[config.mk]
export PLATFORM = sky130hd
export DESIGN_NAME = jk_excitation_counter
export DESIGN_NICKNAME = d
export VERILOG_FILES = /design/src/rtl/jk_excitation_counter.sv
export SDC_FILE = /design/constraint.sdc
export NUM_CORES = 1
export LEC_CHECK = 0
export CAP_MARGIN = 20
export CORE_UTILIZATION = 28
export CTS_CLUSTER_SIZE = 28
export DETAILED_ROUTE_END_ITERATION = 6
export SLEW_MARGIN = 25
export SYNTH_ARGS = -nofsm -noshare
export SYNTH_HDL_FRONTEND = slang
export SYNTH_SLANG_ARGS = --single-unit
export TNS_END_PERCENT = 30
[constraint.sdc]
create_clock -name clk -period 2.61 [get_ports clk]
set_input_delay 0.6525 -clock clk [delete_from_list [all_inputs] [get_ports clk]]
set_output_delay 0.6525 -clock clk [all_outputs]
set_load 0.05 [all_outputs]
[src/rtl/jk_excitation_counter.sv]
// Modulo-MOD_MAX up/down counter whose state lives in WIDTH JK cells driven by excitation logic.
// Optional build macro JK_GRAY_CODE_EN makes the cells hold the Gray encoding of the count.
module jk_excitation_counter #(
   parameter int WIDTH   = 4,
   parameter int MOD_MAX = 10,
   parameter int WRAP_W  = 8
) (
   input  logic              clk,
   input  logic              rst,
   input  logic              en,
   input  logic              up_dn,
   input  logic              ld_valid,
   input  logic [WIDTH-1:0]  ld_data,
   output logic              ld_ready,
   output logic [WIDTH-1:0]  q,
   output logic [WIDTH-1:0]  q_bar,
   output logic [WIDTH-1:0]  j_vec,
   output logic [WIDTH-1:0]  k_vec,
   output logic              tc,
   output logic [WRAP_W-1:0] wrap_cnt
);

   typedef enum logic [1:0] {IDLE, RUN, LOAD} state_t;

   localparam logic [WIDTH-1:0] LAST    = WIDTH'(MOD_MAX - 1);
   localparam logic [WIDTH:0]   MOD_EXT = (WIDTH+1)'(MOD_MAX);

   state_t           state, state_nxt;
   logic [WIDTH-1:0] q_reg;
   logic [WIDTH-1:0] ld_buf;
   logic [WIDTH-1:0] ld_clamped;
   logic [WIDTH-1:0] cnt;
   logic [WIDTH-1:0] cnt_nxt;
   logic [WIDTH-1:0] target;
   logic [WIDTH-1:0] j_exc;
   logic [WIDTH-1:0] k_exc;
   logic             handshake;
   logic             count_act;
   logic             wrap_evt;

   // Maps a binary count to the pattern the cells should hold.
   function automatic logic [WIDTH-1:0] encode(input logic [WIDTH-1:0] b);
`ifdef JK_GRAY_CODE_EN
      return b ^ (b >> 1);
`else
      return b;
`endif
   endfunction

`ifdef JK_GRAY_CODE_EN
   function automatic logic [WIDTH-1:0] gray_to_bin(input logic [WIDTH-1:0] g);
      logic [WIDTH-1:0] b;
      b[WIDTH-1] = g[WIDTH-1];
      for (int i = WIDTH - 2; i >= 0; i--) begin
         b[i] = b[i+1] ^ g[i];
      end
      return b;
   endfunction

   assign cnt = gray_to_bin(q_reg);
`else
   assign cnt = q_reg;
`endif

   assign handshake  = ld_valid & ld_ready;
   assign ld_clamped = ({1'b0, ld_data} >= MOD_EXT) ? LAST : ld_data;

   always_ff @(posedge clk or posedge rst) begin
      if (rst) begin
         state <= IDLE;
      end else begin
         state <= state_nxt;
      end
   end

   // A load handshake always wins over the count enable.
   always_comb begin
      state_nxt = state;
      case (state)
         IDLE: begin
            if (handshake)   state_nxt = LOAD;
            else if (en)     state_nxt = RUN;
         end
         RUN: begin
            if (handshake)   state_nxt = LOAD;
            else if (!en)    state_nxt = IDLE;
         end
         LOAD: begin
            state_nxt = en ? RUN : IDLE;
         end
         default: state_nxt = IDLE;
      endcase
   end

   always_comb begin
      ld_ready  = ~rst & (state != LOAD);
      count_act = (state == RUN) & en & ~handshake;
      cnt_nxt   = cnt;
      wrap_evt  = 1'b0;
      if (up_dn) begin
         cnt_nxt  = (cnt == LAST) ? '0 : cnt + WIDTH'(1);
         wrap_evt = count_act & (cnt == LAST);
      end else begin
         cnt_nxt  = (cnt == '0) ? LAST : cnt - WIDTH'(1);
         wrap_evt = count_act & (cnt == '0);
      end
   end

   // Target defaults to the present state so idle cells see J=K=0.
   always_comb begin
      target = q_reg;
      if (state == LOAD) begin
         target = encode(ld_buf);
      end else if (count_act) begin
         target = encode(cnt_nxt);
      end
      j_exc = ~q_reg & target;
      k_exc = q_reg & ~target;
   end

   // Each bit is a true JK cell: Qn = J & ~Q | ~K & Q.
   always_ff @(posedge clk or posedge rst) begin
      if (rst) begin
         q_reg <= '0;
      end else begin
         q_reg <= (j_exc & ~q_reg) | (~k_exc & q_reg);
      end
   end

   always_ff @(posedge clk or posedge rst) begin
      if (rst) begin
         ld_buf <= '0;
      end else if (handshake) begin
         ld_buf <= ld_clamped;
      end
   end

   always_ff @(posedge clk or posedge rst) begin
      if (rst) begin
         tc       <= 1'b0;
         wrap_cnt <= '0;
      end else begin
         tc <= wrap_evt;
         if (wrap_evt && (wrap_cnt != '1)) begin
            wrap_cnt <= wrap_cnt + WRAP_W'(1);
         end
      end
   end

   assign q     = q_reg;
   assign q_bar = ~q_reg;
   assign j_vec = j_exc;
   assign k_vec = k_exc;

endmodule

==> qor.csv, run 1 <==
metric;value;unit
Clock Root Buffer;clkbuf_8;
CTS sink cnt;19;
Crit Path Max Fanout;5;
post-synth cell types;43;
Leakage;0.861;nW
DR iter-0 viols;65;
CP delay by family, top;simple AND/OR/NAND/NOR gates;
DP Area;1860;µm²
Vert. Die Dim;68.4;µm
synthesis-stage register bit count;19;
# port buffers;34;
total track usage;16.0;%
max reg flops;8;
Slew Limit Fails;0;
GP Congestion;0.822;
CORE AREA;4120;µm²
Via Count;1206;
Max Root-Sink Buffers;2;
Setup CP Type;in2out;
fmax;381;MHz
CP required;1960;ps
area leader, netlist;dfrtp_1;
Max transition margin;50.8;%
Num CTS Buffers;3;
Synth Flop Type;dfrtp_1;
failing checks;setup timing;
pin count of the biggest net entering global routing;20;
Clk Latency, worst-skew pair;260;ps
DIE WIDTH;68.4;µm
Area contributors post-synth;dfrtp_1 38%, nand2_1 4.9%, xor2_1 4.3%, ha_1 4.0%, nor2_1 3.6%;
RSZ-0062 raised after global routing;true;
Worst Path Arrival;1970;ps
status;finished with violations;
worst-path cell chain;dlygate4sd2_1 > nand2_1 > or3_4 > a211oi_2 > o21a_1 > buf_12;
Mapped Area;1240;µm²
final instance area;2090;µm²
CP startpoint kind;input pin;
Detailed Place HPWL;2.53;mm
Synth top area share;38.5;%
share of layout cells above drive strength 1;39.8;%
nets;205;
GRT overflow;0;
CP peak stage delay;430;ps
DR pass1 iterations;4;
Fin Setup TNS;-16.7;ps
cells after synthesis;133;
first-pass GRT wire length;5.50;mm
CTS Hold Bufs;0;
post-detailed-route wirelength per cell;14.8;µm
Finished Core Util;50.7;%
commonest non-fill, non-tap cells in the layout;24 x buf_4, 21 x clkdlybuf4s50_1, 16 x nand2_1;
# setup viols final;1;
Synth-to-Final Area Change;68.7;%
Ports;35;
final hold slack;495;ps
Post-Synthesis Net Count;146;
Hold Path Class;reg2reg;
measured slew at the worst slew-check pin;737;ps
pwr dens;885;nW/µm²
max cap viols;0;
initial core utilization;30.0;%
CTS tree;done;
fin crit period;2630;ps
FP Rows;23;
Final ANT Viol Nets;0;
antenna violations before repair;0;
Clock Skew;3.21;ps
PnR worst setup slack;-16.7;ps
asr flop ratio synth;100;%
CTS H-Tree Depth;1;
CTS clk-pin slew, worst paths;80;ps
Buffers & Inverters on Critical Path;2;
antenna diode count;0;
VDD IR max;0.466;mV
routed wire length;3.57;mm
critical path endpoint category;primary output;
final worst-path cycle share;101;%
vias in the first global route;1175;
sequential share of the synthesized area;38.5;%
Vias/cell;5.00;
final hold viol count;0;
DRC errors left;0;
Crit-path slowest cell;or3_4;
syn avg cell area;9.29;µm²
most common cell after layout, fill and taps aside;buf_4;
EDFF count, synth;0;
Yosys warning count;0;
Die ar.;4680;µm²
-- final timing paths --
kind | slack, ps | depth (start not counted) | startpoint | endpoint
min reg2reg | 500 | 1 | wrap_cnt[5] | wrap_cnt[5]
max reg2reg | 750 | 6 | q[0] | wrap_cnt[1]
max in group asynchronous | 1340 | 2 | rst | q[0]
min | 500 | 1 | wrap_cnt[5] | wrap_cnt[5]
min in group asynchronous | 730 | 2 | rst | tc
max | -20 | 6 | en | k_vec[2]
-- final cells by class --
type                            count  area [µm²]
Tap cell                           50        62.6
Multi-Input combinational cell    101         836
Fill cell                         378        2030
Clock inverter                      1        5.00
Clock buffer                        3        41.3
Timing Repair Buffer               58         607
Sequential cell                    19         485
Inverter                            9        48.8
-- cell families after synthesis --
kind of cell	share of synthesized area [%]
xor+xnor	4.96
compound gates	17.9
fa+ha+maj	4.05
flops	38.5
buf+inv	5.26
mux	1.21
simple gates	28.1
-- synthesized netlist by cell type (2+ instances only) --
cell       n
nor2_2     2
nor2b_1    4
nor3_1     4
o22a_1     2
nand3_1    6
a21oi_1    6
a211oi_1   5
inv_1      9
o311ai_0   2
dfrtp_1   19
nand3b_1   2
nor4_2     2
o21ai_0    3
nor2_1    12
buf_6      2
nand2_1   16
xor2_1     6
a32o_1     2
ha_1       4
nand2b_1   2
-- repair_timing --
action	4_1_cts	5_1_grt
gates resized for setup	19	3
endpoints found under the setup margin	8	6
setup buffers	10	3
cloned	0	0
pin swaps	6	2
-- report_power, final --
part	internal, mW	leakage (nW)	switching (mW)	total [mW]
registers	0.356	0.242	0.0686	0.424
logic	0.522	0.594	0.689	1.21
clock network	0.106	0.0255	0.105	0.211
-- routing by layer --
| layer | share of wire (%) | GRT usage, % | vias up |
|---|---|---|---|
| met1 | 45 | 21.9 | 595 |
| met2 | 52 | 25.5 | 17 |
| met4 | 0.76 | 6.25 | 0 |
| met5 | 0 | 0 | - |
| li1 | - | - | 592 |
| met3 | 2.3 | 1.83 | 2 |
-- per-stage QoR --
| step | power, mW | std cells | setup WS, ps |
|---|---|---|---|
| finish | 1.85 | 241 | -16.7 |
| global route | 1.94 | 241 | -73.4 |
| CTS | 1.78 | 238 | -1.82 |
| detailed placement | 1.42 | 224 | -364 |
| global placement | 1.39 | 224 | -339 |
| floorplan | 1.09 | 133 | -152 |
No activity file was read; power rests on OpenSTA's default activity.
==> inputs of run 2 (changes only) <==
CELL_PAD_IN_SITES_DETAIL_PLACEMENT = 1   (was unset)
CELL_PAD_IN_SITES_GLOBAL_PLACEMENT = 1   (was unset)
PLACE_DENSITY_LB_ADDON = 0.1   (was unset)
REMOVE_ABC_BUFFERS = 1   (was unset)
clock period = 2.95 ns   (was 2.61 ns; I/O delays follow)
==> run 2 against run 1 <==
Total power shrank 23%; final area shrank 9.7%; sequential power is 11% lower; highest routed layer unchanged; the run now ends clean.
==> qor.csv, run 2 (same netlist as run 1, synthesis figures left out) <==
metric;value;unit
Crit Path Max Fanout;7;
commonest non-fill, non-tap cells in the layout;22 x clkdlybuf4s50_1, 18 x dfrtp_1, 16 x nand2_1;
Setup CP Type;in2out;
post-detailed-route wirelength per cell;16.5;µm
pwr dens;752;nW/µm²
Clock Root Buffer;clkbuf_8;
routed wire length;3.79;mm
Vert. Die Dim;68.4;µm
switch share;48.4;%
Vias/cell;5.35;
Pint;0.731;mW
CP required;2210;ps
initial core utilization;30.0;%
final hold viol count;0;
dpl cells;226;
nets;194;
switching pwr;0.685;mW
antenna violations before repair;0;
DR pass1 iterations;4;
fin crit period;2880;ps
Num CTS Buffers;3;
RSZ-0062 raised after global routing;false;
Clk Latency, worst-skew pair;260;ps
CTS sink cnt;19;
measured slew at the worst slew-check pin;787;ps
Synth-to-Final Area Change;52.3;%
CORE AREA;4120;µm²
DR iter-0 viols;44;
CTS H-Tree Depth;1;
GP Congestion;0.854;
Die ar.;4680;µm²
DIE WIDTH;68.4;µm
# setup viols final;0;
CP startpoint kind;input pin;
GRT overflow;0;
part of the power in combinational logic;59.6;%
vias in the first global route;1239;
final worst-path cycle share;97.5;%
Hold Crit Depth;1;
final instance area;1880;µm²
Fin Setup TNS;0;ps
most common cell after layout, fill and taps aside;clkdlybuf4s50_1;
Pwr Total;1.42;mW
DP Area;1800;µm²
antenna diode count;0;
Worst Path Arrival;2140;ps
final hold slack;509;ps
Hold Path Class;reg2reg;
Slew Limit Fails;0;
VDD IR max;0.445;mV
CTS Hold Bufs;0;
Reg power frac;26.7;%
Via Count;1231;
Worst R2R Path Depth;6;
status;complete, no violations;
total track usage;18.3;%
share of layout cells above drive strength 1;26.7;%
pin count of the biggest net entering global routing;20;
DRC errors left;0;
Final ANT Viol Nets;0;
first-pass GRT wire length;6.22;mm
max reg flops;8;
max cap viols;0;
critical path endpoint category;primary output;
Clk pwr share;13.8;%
CTS clk-pin slew, worst paths;80;ps
CTS tree;done;
fmax;348;MHz
# port buffers;34;
Ports;35;
Clock Skew;3.62;ps
post-route insts no fill;230;
FP Rows;23;
Max transition margin;47.5;%
Leakage;0.816;nW
Detailed Place HPWL;2.84;mm
Max Root-Sink Buffers;2;
==> run 2: per-stage QoR <==
step / worst slack, ps / util [%]
floorplan: -857 / -
finish: 72.9 / 45.8
global placement: -184 / 43.6
CTS: 25.8 / 45.5
detailed placement: -196 / 43.6
global route: 10.2 / 45.8
==> run 2: routing by layer <==
metal  GRT usage, %  routed length (µm)
met5              0                   0
met2           27.9                1750
met1           25.9                1820
met4           7.81                  34
met3           1.67                 180
==> run 2: worst max-delay path, cell delays in order <==
cell and delay (ps):
clkdlybuf4s50_1 540, buf_4 190, o31ai_1 130, a211oi_1 250
buf_4 160, buf_12 120
==> run 2: power groups by stage <==
stage               combinational, mW  clock [mW]  sequential (mW)
floorplan                       0.376           0            0.495
global placement                0.808           0            0.376
detailed placement              0.820           0            0.379
CTS                             0.837       0.199            0.374
global route                    0.900       0.211            0.388
finish                          0.843       0.195            0.378
==> run 2: area by class of cell <==
cell class,count,area [µm²]
Clock buffer,3,41.3
Clock inverter,1,7.51
Fill cell,483,2230
Inverter,9,33.8
Multi-Input combinational cell,101,737
Sequential cell,19,477
Tap cell,50,62.6
Timing Repair Buffer,47,524
==> run 2: repair_timing <==
action / 4_1_cts / 5_1_grt
pin swaps: 4 / 0
setup buffers: 0 / 0
gates resized for setup: 12 / 4
setup endpoints to repair: 7 / 2
==> run 2: path summary, 6_finish.rpt <==
path,startpoint,to,slack (ps)
max,up_dn,j_vec[3],70
min,wrap_cnt[5],wrap_cnt[5],510
max reg2reg,q[0],wrap_cnt[1],1130
min reg2reg,wrap_cnt[5],wrap_cnt[5],510
max in group asynchronous,rst,q[3],1470
min in group asynchronous,rst,tc,930
==> inputs of run 3 (changes only) <==
PLACE_DENSITY = 0.71   (was unset)
PLACE_DENSITY_LB_ADDON = unset   (was 0.1)
SLEW_MARGIN = 20   (was 25)
==> run 3 against run 2 <==
Sequential share of layout area shrank 0.25 points; register-to-register slack lost 100 ps; hold slack lost 10 ps; total power grew 0.51%; setup slack lost 5.0 ps; combinational power is essentially flat.
==> qor.csv, run 3 (same netlist as run 1, synthesis figures left out) <==
metric;value;unit
status;complete, no violations;
GRT overflow;0;
CTS tree;done;
DP Area;1790;µm²
Worst Path Arrival;2140;ps
first-pass GRT wire length;6.24;mm
# port buffers;34;
Ports;35;
VDD IR max;0.481;mV
Final ANT Viol Nets;0;
Pwr Total;1.42;mW
final instance area;1900;µm²
met2 usage;34.7;%
worst-path cell chain;inv_2 > ha_2 > nor3b_1 > o32ai_2 > buf_4 > o22a_1 > nor2_2 > buf_12;
post-detailed-route wirelength per cell;16.5;µm
Clk Latency, worst-skew pair;260;ps
Fin Setup TNS;0;ps
flop-to-flop setup slack;1030;ps
CP startpoint kind;flip-flop;
Vias/cell;5.33;
Clock Root Buffer;clkbuf_8;
max cap viols;0;
DIE WIDTH;68.4;µm
measured slew at the worst slew-check pin;772;ps
vias in the first global route;1305;
initial core utilization;30.0;%
CP required;2210;ps
Setup CP Type;reg2out;
nets;195;
Fill cells;469;
Die ar.;4680;µm²
met3 Usage GRT;4.00;%
CTS sink cnt;19;
Hold Path Class;reg2reg;
CORE AREA;4120;µm²
dpl cells;225;
Clock Skew;4.60;ps
final worst-path cycle share;97.7;%
Vert. Die Dim;68.4;µm
FP Rows;23;
routed wire length;3.81;mm
RSZ-0062 raised after global routing;true;
total track usage;18.4;%
DR pass1 iterations;4;
CP peak stage delay;480;ps
CP delay by family, top;flip-flops;
most common cell after layout, fill and taps aside;clkdlybuf4s50_1;
Detailed Place HPWL;2.83;mm
post-route insts no fill;231;
Leakage;0.835;nW
CTS H-Tree Depth;1;
critical path endpoint category;primary output;
Max transition margin;48.5;%
final hold viol count;0;
Slew Limit Fails;0;
Via Count;1232;
Buffers & Inverters on Critical Path;3;
PnR worst setup slack;68.0;ps
CTS clk-pin slew, worst paths;80;ps
pwr dens;748;nW/µm²
DR iter-0 viols;37;
Crit-path slowest cell;dfrtp_1;
commonest non-fill, non-tap cells in the layout;21 x clkdlybuf4s50_1, 18 x dfrtp_1, 16 x nand2_1;
Num CTS Buffers;3;
share of layout cells above drive strength 1;28.7;%
met1 Track Usage GR;19.7;%
busiest grt layer;met2;
antenna violations before repair;0;
Post-Place Setup Slack;-207;ps
fmax;347;MHz
antenna diode count;0;
DRC errors left;0;
Crit Path Max Fanout;7;
fin crit period;2880;ps
pin count of the biggest net entering global routing;20;
GP Congestion;0.874;
Synth-to-Final Area Change;53.8;%
# setup viols final;0;
Max Root-Sink Buffers;2;
max reg flops;8;
run 3: what timing repair did:
item | 4_1_cts | 5_1_grt
setup buffers | 2 | 0
cloned | 0 | 0
resized for setup | 16 | 4
endpoints found under the hold margin | 0 | 0
hold buffers | 0 | 0
pin swaps | 5 | 0
endpoints found under the setup margin | 8 | 3
run 3: area by class of cell:
cell class / count / area [µm²] / area share (%)
repair buffers: 48 / 534 / 28.1
multi-input cells: 101 / 748 / 39.3
well taps: 50 / 62.6 / 3.29
inverters: 9 / 33.8 / 1.78
clock buffers: 3 / 41.3 / 2.17
clock inverters: 1 / 5.00 / 0.263
flip-flops and latches: 19 / 477 / 25.1
run 3: per-layer routing:
metal / vias up / part of all wire, %
li1: 575 / -
met1: 615 / 41
met2: 35 / 53
met3: 7 / 4.1
met4: 0 / 1.3
met5: - / 0
run 3: final timing paths:
kind,to,depth (start not counted),startpoint
worst max register to register,q[2],7,q[1]
worst min-delay path,wrap_cnt[5],1,wrap_cnt[5]
worst min register to register,wrap_cnt[5],1,wrap_cnt[5]
min in group asynchronous,state[0],3,rst
max in group asynchronous,q[3],3,rst
worst max-delay path,k_vec[1],8,q[1]
run 3: metrics by stage:
stage / hold WS, ps / utilization (%)
after floorplan: 459 / -
after global placement: 476 / 43.4
after detailed placement: 489 / 43.4
after CTS: 505 / 45.9
after global routing: 518 / 46.2
final: 499 / 46.2
run 3: report_power, final:
part | switching [mW] | internal [mW] | leakage (nW)
clock | 0.0951 | 0.0941 | 0.0255
combinational | 0.514 | 0.332 | 0.565
sequential | 0.0830 | 0.305 | 0.245
total | 0.692 | 0.731 | 0.835
run 3: worst register-to-register path: cells and delay by family, from the launching register on:
kind	cells	cell delay [ps]
AO/OA/AOI/OAI	2	410
AND/OR/NAND/NOR	2	360
buffers and inverters	2	260
adder cells (fa/ha/maj)	1	260
flip-flops	1	500
